[src/rtl/exp_sum_accumulator.sv]
// Multi-lane exponent accumulator for the softmax stage: sums a vector of lane values with guard
// bits and presents acc >> GUARD. Define EXP_SUM_SATURATE_EN to clamp on overflow instead of wrap.
module exp_sum_accumulator #(
  parameter int unsigned DATA_SIZE = 32,
  parameter int unsigned LANES     = 1,
  parameter int unsigned GUARD     = 4,
  parameter int unsigned MAX_COUNT = 16,
  localparam int unsigned ACC_W    = DATA_SIZE + GUARD,
  localparam int unsigned CNT_W    = $clog2(MAX_COUNT + 1)
) (
  input  logic                       clock_i,
  input  logic                       reset_n_i,
  input  logic                       start_i,
  input  logic [CNT_W-1:0]           len_i,
  input  logic [LANES*DATA_SIZE-1:0] exp_i,
  input  logic [LANES-1:0]           lane_mask_i,
  input  logic                       data_valid_i,
  output logic                       data_ready_o,
  output logic [DATA_SIZE-1:0]       sum_o,
  output logic                       sum_valid_o,
  input  logic                       sum_ready_i,
  output logic [CNT_W-1:0]           count_o,
  output logic                       overflow_o
);

  localparam int unsigned SUM_W = ACC_W + $clog2(LANES) + 1;

  typedef enum logic [1:0] {StIdle, StAccum, StHold} state_e;

  state_e             state_q, state_d;
  logic [ACC_W-1:0]   acc_q, acc_d;
  logic [CNT_W-1:0]   cnt_q, cnt_d;
  logic [CNT_W-1:0]   len_q, len_d;
  logic               ovf_q, ovf_d;

  logic [CNT_W-1:0]   remaining;
  logic [CNT_W-1:0]   taken;
  logic [SUM_W-1:0]   lane_sum;
  logic [SUM_W-1:0]   total;
  logic               carry;
  logic [ACC_W-1:0]   acc_upd;
  logic               begin_vec;

  // Masked lanes are taken lowest index first until the vector length is met.
  always_comb begin
    remaining = len_q - cnt_q;
    taken     = '0;
    lane_sum  = '0;
    for (int k = 0; k < LANES; k++) begin
      if (lane_mask_i[k] && (taken < remaining)) begin
        lane_sum = lane_sum + SUM_W'(exp_i[k*DATA_SIZE +: DATA_SIZE]);
        taken    = taken + CNT_W'(1);
      end
    end
    total = SUM_W'(acc_q) + lane_sum;
    carry = |total[SUM_W-1:ACC_W];
`ifdef EXP_SUM_SATURATE_EN
    acc_upd = (carry || ovf_q) ? {ACC_W{1'b1}} : total[ACC_W-1:0];
`else
    acc_upd = total[ACC_W-1:0];
`endif
  end

  always_comb begin
    state_d   = state_q;
    acc_d     = acc_q;
    cnt_d     = cnt_q;
    len_d     = len_q;
    ovf_d     = ovf_q;
    begin_vec = 1'b0;
    unique case (state_q)
      StIdle: begin
        if (start_i) begin_vec = 1'b1;
      end
      StAccum: begin
        if (start_i) begin
          begin_vec = 1'b1;
        end else if (data_valid_i) begin
          acc_d = acc_upd;
          cnt_d = cnt_q + taken;
          ovf_d = ovf_q | carry;
          if (cnt_d == len_q) state_d = StHold;
        end
      end
      StHold: begin
        if (sum_ready_i) begin
          if (start_i) begin_vec = 1'b1;
          else         state_d   = StIdle;
        end
      end
      default: state_d = StIdle;
    endcase
    if (begin_vec) begin
      acc_d   = '0;
      cnt_d   = '0;
      ovf_d   = 1'b0;
      len_d   = len_i;
      state_d = (len_i == '0) ? StHold : StAccum;
    end
  end

  always_ff @(posedge clock_i or negedge reset_n_i) begin
    if (!reset_n_i) begin
      state_q <= StIdle;
      acc_q   <= '0;
      cnt_q   <= '0;
      len_q   <= '0;
      ovf_q   <= 1'b0;
    end else begin
      state_q <= state_d;
      acc_q   <= acc_d;
      cnt_q   <= cnt_d;
      len_q   <= len_d;
      ovf_q   <= ovf_d;
    end
  end

  assign data_ready_o = (state_q == StAccum);
  assign sum_valid_o  = (state_q == StHold);
  assign sum_o        = acc_q[ACC_W-1:GUARD];
  assign count_o      = cnt_q;
  assign overflow_o   = ovf_q;

endmodule

[config.mk]
export PLATFORM = sky130hd
export DESIGN_NAME = exp_sum_accumulator
export DESIGN_NICKNAME = d
export VERILOG_FILES = /design/src/rtl/exp_sum_accumulator.sv
export SDC_FILE = /design/constraint.sdc
export NUM_CORES = 1
export LEC_CHECK = 0
export ABC_AREA = 1
export ABC_CLOCK_PERIOD_IN_PS = 4810
export CAP_MARGIN = 30
export CORE_MARGIN = 4
export CORE_UTILIZATION = 50
export DETAILED_ROUTE_END_ITERATION = 16
export HOLD_SLACK_MARGIN = 0.1
export PLACE_DENSITY_LB_ADDON = 0.3
export SYNTH_ARGS = -nofsm -noshare
export SYNTH_HDL_FRONTEND = slang
export SYNTH_SLANG_ARGS = --single-unit
[constraint.sdc]
create_clock -name clock_i -period 4.81 [get_ports clock_i]
set_input_delay 0.7215 -clock clock_i [delete_from_list [all_inputs] [get_ports clock_i]]
set_output_delay 0.7215 -clock clock_i [all_outputs]
set_load 0.05 [all_outputs]
* After elaboration in Yosys (flattened, before gate mapping)
Index checks and enable logic that the tools add are counted.
Widths: inputs -> output; s select.
** Storage, ports and cells
- Input port bits :: 43
- Register bits after elaboration :: 49
- Logic and storage cells :: 53
- Output and inout port bits :: 40
** Cells by class
- Add/sub/neg operators :: 3
- Reductions and logical operators :: 8
- Order comparisons :: 1
- Multiplexer cells :: 25
- Equal/unequal tests :: 10
- Bitwise operators :: 1
** Operator list (number)
- $mux 36 :: 4
- $add 36x37->37 :: 1
- $mux 32 :: 1
- $mux 5 :: 4
- $mux 2 :: 7
- $ne 3x2->1 const B :: 3
- $mux 1 :: 7
- $ne 3x1->1 const B :: 2
- $pmux 2 s3 :: 1
- $reduce_and 6->1 :: 1
- $add 5x1->5 :: 1
- $eq 5x5->1 :: 1
- $logic_not 5->1 :: 1
- $lt 1x5->1 const A :: 1
- $sub 5x5->5 :: 1
- $reduce_bool 2->1 :: 2
- $reduce_and 3->1 :: 1
- $eq 2x1->1 const B :: 1
- $eq 2x2->1 const B :: 1
- $logic_not 2->1 :: 1
- $ne 2x1->1 const B :: 1
- $ne 2x2->1 const B :: 1
- $pmux 1 s2 :: 1
- $reduce_or 2->1 :: 1
- other kinds (2) :: 2

* Depth between registers and ports, before layout
Gate-level depths: netlist (run 1).
- Word-level depth :: 11
- Depth in mapped cells :: 24
- Mapped depth without buffers :: 23

* Least setup slack after synthesis (run 1)
No wires, ideal clock.
- Path type :: reg-to-reg
- From :: register cnt_q[0] (netlist: count_o[0])
- To :: register acc_q[14]
- Library setup time :: 0.118 ns
- Required time :: 4.692 ns
- Buffers on the path :: 1
- Slack :: 1.039 ns
- Data arrival time :: 3.653 ns
- Cell stages (with the launch flop) :: 21
- Period minus slack after synthesis :: 3.771 ns
- Cell sequence :: dfrtp_1 -> ha_1 -> inv_1 -> fa_1 -> xor2_1 -> nor3b_1 -> nand3_1 -> o21ai_2 -> buf_4 -> nor2_1 -> ha_1 -> fa_1 -> nand3_1 -> nand3_1 -> nand2_1 -> nand2_1 -> nand2_1 -> nand2_1 -> or2_2 -> nand3_1 -> nand2_1
** Between the ends
- Cells in the longest elaborated chain, start to end :: 9
** RTL lines
- from (decl) :: line 32 : logic [CNT_W-1:0] cnt_q, cnt_d;
- from (signal assigned) :: line 112 : cnt_q <= cnt_d;
- $sub 5x5->5 :: line 46 : remaining = len_q - cnt_q;
- $lt 1x5->1 :: line 50 : if (lane_mask_i[k] && (taken < remaining)) begin
- $logic_and 1x1->1 :: line 50
- $mux 32 :: line 50
- $add 36x37->37 :: line 55 : total = SUM_W'(acc_q) + lane_sum;
- $mux 36 :: line 78 : end else if (data_valid_i) begin
- $mux 36 :: line 76 : if (start_i) begin
- $mux 36 :: line 71 : unique case (state_q)
- $mux 36 :: line 93 : if (begin_vec) begin
- to (signal assigned) :: line 105 : acc_q <= '0;
- to (signal assigned) :: line 111 : acc_q <= acc_d;
- to (decl) :: line 31 : logic [ACC_W-1:0] acc_q, acc_d;
No other way between the ends. The select of a mux whose other input is x is not followed.
A chain may end at the register's enable or synchronous reset.

* Worst setup path after layout (run 1)
- From :: register len_q[0]
- To :: register acc_q[16]
** Between the ends
- Cells in the longest elaborated chain, start to end :: 9
** RTL lines
- from (decl) :: line 33 : logic [CNT_W-1:0] len_q, len_d;
- from (signal assigned) :: line 113 : len_q <= len_d;
- $sub 5x5->5 :: line 46
- $lt 1x5->1 :: line 50
- $logic_and 1x1->1 :: line 50
- $mux 32 :: line 50
- $add 36x37->37 :: line 55
- $mux 36 :: line 78
- $mux 36 :: line 76
- $mux 36 :: line 71
- $mux 36 :: line 93
No other way between the ends. The select of a mux whose other input is x is not followed.

==> results of run 1 <==
==> worst register-to-register path: stages, from the launching register on <==
cell,delay (ns)
dfrtp_1,0.40
inv_1,0.08
ha_1,0.16
inv_1,0.05
fa_1,0.39
xor2_1,0.16
nor3b_1,0.18
nand3_1,0.11
o21ai_2,0.13
buf_4,0.24
nor2_1,0.06
ha_1,0.22
fa_1,0.44
nand3_1,0.09
nand3_1,0.15
nand2_1,0.10
nand2_1,0.13
nand3_2,0.10
nand2_2,0.07
o21ai_0,0.35
nand2_1,0.10
==> through the flow <==
stage / cell area [um2] / hold slack, ns / utilization (%) / setup slack, ns
2_1_floorplan: 4980 / 0.426 / - / 1.04
3_3_place_gp: 5670 / 0.473 / 58.3 / 1.16
3_5_place_dp: 5670 / 0.477 / 58.3 / 1.04
4_1_cts: 5760 / 0.514 / 59.2 / 1.02
5_1_grt: 5760 / 0.538 / 59.2 / 0.669
6_report: 5760 / 0.508 / 59.2 / 0.984
==> worst max path at each step <==
stage,from,to,slack (ns),depth (start not counted)
final,len_q[0],acc_q[16],0.98,20
after global routing,len_q[0],acc_q[28],0.67,23
after CTS,len_q[0],acc_q[16],1.02,20
after detailed placement,len_q[0],acc_q[16],1.04,20
after global placement,len_q[0],acc_q[16],1.16,20
after floorplan,count_o[0],acc_q[14],1.04,20
==> registers in the layout, summed over array words and instances (netlist names) <==
signal,count
acc_q,36
count_o,5
len_q,5
state_q,2
overflow_o,1
==> cell families after synthesis <==
| group | Yosys count |
|---|---|
| AO/OA/AOI/OAI | 106 |
| buffers and inverters | 163 |
| flip-flops | 49 |
| XOR/XNOR | 18 |
| adder cells (fa/ha/maj) | 40 |
| AND/OR/NAND/NOR | 413 |
==> power breakdown <==
part | switching (uW) | internal, uW | total [uW]
Clock | 157 | 104 | 261
Sequential | 103 | 516 | 619
Combinational | 971 | 511 | 1480
==> synth_stat cells, drive strengths merged <==
library cell  count
nand3            41
a21oi            47
ha               38
xor2              6
o22ai             3
clkinv            2
a21o              2
nor3              8
o21ai            37
nor4              1
fa                2
dfrtp            49
a21boi            1
a31oi             1
nor2            101
o21bai            6
o31ai             4
nor3b             1
nand3b            5
a211oi            1
nand4             4
nand2           247
or2               4
a22o              3
buf              41
inv             118
o21a              1
clkbuf            2
and2              1
xnor2            12
==> area by class of cell <==
cell class,count,area [um2]
clock buffers,6,72.6
clock inverters,2,13.8
fillers,980,3970
inverters,120,453
multi-input cells,577,2990
flip-flops and latches,49,1230
well taps,133,166
repair buffers,85,838
==> per-layer routing <==
metal | routed length [um] | vias to the layer above
li1 | - | 2545
met1 | 6090 | 2242
met2 | 5970 | 217
met3 | 973 | 27
met4 | 328 | 0
met5 | 0 | -
==> flow_metrics.tcl, run 1 <==
set metrics [dict create \
    synth.distinct_cells 46 \
    num_io_pins 83 \
    cts-hold-fix-buffers 0 \
    worst_slew_pin_slew_ns 0.755 \
    initial_utilization_pct 51.2 \
    synth.yosys.seq_area_share_pct 24.6 \
    final_period_util_pct 79.5 \
    routedWlPerCell_um 13.7 \
    criticalPathCategory "register to register" \
    placeableCoreArea_um2 9730 \
    first_pass_iters 6 \
    maxCapViolCount 0 \
    grt_util_met2_pct 39.1 \
    power_total_uw 2360 \
    htree_levels 2 \
    cts_resized 0 \
    grt_busiest_layer "met2" \
    grt_first_pass_wirelength_mm 22.7 \
    startpoint_kind_of_the_worst_setup_timing_path "register" \
    ctsLongestPathBuffers 2 \
    placed_cells 964 \
    slowest_delay_ns 0.44 \
    detailroute.via_count 5031 \
    syn_nets 872 \
    grt_remaining_overflow 0 \
    regToRegStartpoint "len_q[0]" \
    post_synth_and_or_nand_nor_area_fraction_pct 34.4 \
    crit_path_top_delay_cell "fa_1" \
    timing.setup.tns_ns 0 \
    synth_top_cell_area_share_pct 24.6 \
    layout.cells.most_common "nand2_1" \
    worst_ep_required_time_ns 5.00 \
    synth_xor_xnor_area_share_pct 3.31 \
    critical_path.n_buffers_inverters 3 \
    post_route_cells_drive_above_1_share_pct 3.58 \
    layout.cells.most_common_list "nand2_1 (243), inv_1 (114), nor2_1 (97)" \
    yosysTopAreaCell "dfrtp_1" \
    yosys_register_bits 49 \
    max-slew-margin-rel_pct 49.6 \
    routabilityCongestion 0.996 \
    cts_tree "yes" \
    max_clock_freq_mhz 261 \
    placement_rows 36 \
    worst_ir_drop_vdd_mv 0.357 \
    cts.sink_count 49 \
    antennaDiodeCount 0 \
    die-height_um 108 \
    synth.top_cells.by_area "dfrtp_1 (25%), nand2_1 (18%), ha_1 (9.5%)" \
    syn_to_final_growth_pct 15.5 \
    detailedPlacementHpwl_mm 10.6 \
    clkLatencyLatePin_ns 0.31 \
    hp-class "primary input to async pin" \
    post_cts_buffers 0 \
    timing.final.crit_period_ns 3.83 \
    synth_mux_area_share_pct 0 \
    slew_viol_final 0 \
    grtUsageMet3_pct 3.60 \
    ys_warn_count 0 \
    power.leakage_uw 0.00299 \
    synth_fa_ha_area_share_pct 10.3 \
    worst_path_cell_trace "inv_1 > ha_1 > inv_1 > fa_1 > xor2_1 > nor3b_1 > nand3_1 > o21ai_2 > buf_4 > nor2_1 > ha_1 > fa_1 > nand3_1 > nand3_1 > nand2_1 > nand2_1 > nand3_2 > nand2_2 > o21ai_0 > nand2_1" \
    worst_setup_hold_path_clk_slew_ns 0.10 \
    gr-usage-all-layers_pct 23.9 \
    synth_compound_gate_area_share_pct 11.9 \
    grt_setup_unrepaired "false" \
    reg2reg_slack_ns 0.98 \
    dr.first_iter.drc_count 325 \
    pin_count_of_the_biggest_net_entering_global_routing 50 \
    setup_viol 0 \
    post_synth_inst_count 789 \
    fin_skew_ns 0.0106 \
    clockRootBuffer "clkbuf_8" \
    status "finished, final reports clean" \
    cp_arrival_ns 4.02 \
    drt_drc_violations_left 0 \
    first_global_vias 4985 \
    globalRouteMet1Util_pct 32.3 \
    critPathTopFamily "adder cells" \
    antenna_left 0 \
    dieWidth_um 108 \
    via_per_inst 5.18 \
    number_of_buffers_created_by_cts 5 \
    portBuffers 82 \
    final_cell_count_no_fill 972 \
    die-area_um2 11600 \
    path_max_fanout 19 \
    number_of_antenna_violations_at_the_first_check_in_global_routing 0 \
    finalHoldViolCount 0 \
    dominant_combinational_cell_family_by_area_after_synthesis "simple AND/OR/NAND/NOR gates" \
    worst_setup_path_end_kind "register" \
    regToRegEndpoint "acc_q[16]" \
    synth_area_per_cell_um2 6.32 \
    drt_wl_total_mm 13.4 \
    power-per-cell-area_nw_per_um2 410 \
    final_nets 921 \
    synth_area_um2 4980 \
    ff2ff_path_depth 20 \
]
No activity file was read; power rests on OpenSTA's default activity.
==> run 2: changes to the inputs <==
ABC_CLOCK_PERIOD_IN_PS = 3820   (was 4810)
clock period = 3.82 ns   (was 4.81 ns; I/O delays follow)
==> run 2 against run 1 <==
Combinational power rose by 45%. Cell count rose by 1.5%. First-iteration DRC count rose by 21%. Sequential share of layout area fell by 1.6 points. Cell area rose by 8.0%. Die area did not move. Critical path type unchanged. Critical endpoint is now acc_q[24].
==> flow_metrics.tcl, run 2 (synthesized netlist as in run 1, its figures left out) <==
set metrics [dict create \
    drt_wl_total_mm 14.6 \
    worst_slew_pin_slew_ns 0.735 \
    die-area_um2 11600 \
    number_of_buffers_created_by_cts 5 \
    top_register "acc_q" \
    pwr-share-clk_pct 10.9 \
    dieWidth_um 108 \
    ff2ff_path_depth 23 \
    ctsLongestPathBuffers 2 \
    antenna_left 0 \
    pin_count_of_the_biggest_net_entering_global_routing 39 \
    hp-class "primary input to async pin" \
    drt_drc_violations_left 0 \
    power.leakage_uw 0.00314 \
    post-place-ws_ns 0.0387 \
    criticalPathCategory "register to register" \
    layout.cells.most_common_list "nand2_1 (224), inv_1 (113), nor2_1 (92)" \
    routedWlPerCell_um 14.8 \
    num_io_pins 83 \
    seq_power_share_pct 24.1 \
    maxCapViolCount 0 \
    htree_levels 2 \
    clockRootBuffer "clkbuf_8" \
    portBuffers 82 \
    layout.cells.most_common "nand2_1" \
    worst_setup_path_end_kind "register" \
    net-switching-power_uw 1700 \
    via_per_inst 5.19 \
    cts-hold-fix-buffers 0 \
    share_comb_of_total_power_pct 65.0 \
    post_route_cells_drive_above_1_share_pct 12.3 \
    cp_arrival_ns 3.91 \
    clkLatencyLatePin_ns 0.32 \
    placeableCoreArea_um2 9730 \
    detailroute.via_count 5125 \
    regToRegStartpoint "len_q[0]" \
    grt_setup_unrepaired "true" \
    fin_skew_ns 0.00789 \
    max_clock_freq_mhz 274 \
    slew_viol_final 0 \
    power-per-cell-area_nw_per_um2 529 \
    grt_first_pass_wirelength_mm 23.0 \
    switching_share_pct 51.8 \
    setup_viol 0 \
    gr-usage-all-layers_pct 24.5 \
    worst_setup_hold_path_clk_slew_ns 0.11 \
    worst_ir_drop_vdd_mv 0.449 \
    reg2reg_slack_ns 0.17 \
    syn_to_final_growth_pct 24.8 \
    cts.sink_count 49 \
    postLayoutSetupSlackWorst_ns 0.172 \
    timing.final.crit_period_ns 3.65 \
    dr.first_iter.drc_count 394 \
    initial_utilization_pct 51.2 \
    final_period_util_pct 95.5 \
    grt_remaining_overflow 0 \
    startpoint_kind_of_the_worst_setup_timing_path "register" \
    p_int_uw 1590 \
    max-slew-margin-rel_pct 51.0 \
    path_max_fanout 6 \
    placement_rows 36 \
    die-height_um 108 \
    cts_tree "yes" \
    routabilityCongestion 1.00 \
    timing.setup.tns_ns 0 \
    fillCellCount 933 \
    largest_register_ff_count 36 \
    regToRegEndpoint "acc_q[24]" \
    first_pass_iters 7 \
    final_nets 936 \
    first_global_vias 4831 \
    status "finished, final reports clean" \
    finalHoldViolCount 0 \
    detailedPlacementHpwl_mm 10.9 \
    number_of_antenna_violations_at_the_first_check_in_global_routing 0 \
    worst_ep_required_time_ns 4.08 \
    antennaDiodeCount 0 \
]
[run 2: cell count changes in the layout (fill, tap and decap cells not counted), sizes merged]
| cell | change |
|---|---|
| buf | +14 |
| inv | +1 |
[run 2: timing repair]
action / 4_1_cts / 5_1_grt
endpoints found under the setup margin: 0 / 29
buffers inserted: 0 / 9
resized for setup: 0 / 84
[run 2: power groups by stage]
stage | clock, uW | combinational, uW | sequential, uW
5_1_grt | 395 | 2330 | 814
3_3_place_gp | 0 | 1840 | 785
2_1_floorplan | 0 | 1480 | 772
3_5_place_dp | 0 | 1860 | 791
6_report | 359 | 2140 | 793
4_1_cts | 376 | 1870 | 783
[run 2: through the flow]
stage                     power [uW]  utilization [%]  area [um2]  std cells  hold WS (ns)
after detailed placement        2650             58.4        5690        966         0.490
after floorplan                 2250                -        4980        789         0.277
after global placement          2620             58.4        5690        966         0.482
after CTS                       3030             59.4        5780        974         0.211
final                           3290             63.9        6220        987         0.203
after global routing            3540             63.9        6220        987         0.224
[run 2: area by class of cell]
| cell class | instances | area [um2] | area share [%] |
|---|---|---|---|
| inverter | 120 | 453 | 7.28 |
| timing repair buffer | 100 | 1010 | 16.2 |
| tap | 133 | 166 | 2.68 |
| clock inverter | 3 | 28.8 | 0.463 |
| sequential | 49 | 1230 | 19.7 |
| multi-input combinational | 577 | 3270 | 52.5 |
| clock buffer | 5 | 68.8 | 1.11 |
[run 2: metal layers]
metal	track usage, %	wire [um]	vias up
met2	39.2	6680	214
met4	5.95	354	0
met1	34.9	6430	2302
met5	0	0	-
li1	-	-	2577
met3	3.42	1170	32
[run 2: worst max-delay path, stage by stage, from the launching register on]
cell     delay, ns
dfrtp_1       0.41
inv_2         0.08
ha_2          0.18
inv_1         0.05
fa_2          0.34
xor2_1        0.16
nor3b_2       0.19
nand3_2       0.10
o21ai_4       0.23
buf_12        0.16
buf_6         0.13
nor2_1        0.05
ha_1          0.36
nand2_2       0.14
inv_1         0.05
a21oi_1       0.24
nand2_2       0.14
nand3_2       0.08
nand2_2       0.08
nand3_1       0.13
nand2_1       0.08
nand2_1       0.07
nand3_1       0.07
nand2_1       0.07
[run 2: worst max path at each step]
stage                    start   endpoint  slack (ns)
finish                len_q[0]  acc_q[24]        0.17
global route          len_q[0]  acc_q[24]       -0.04
CTS                   len_q[0]  acc_q[19]        0.01
detailed placement    len_q[0]  acc_q[19]        0.04
global placement      len_q[0]  acc_q[19]        0.15
floorplan           count_o[0]  acc_q[14]        0.05
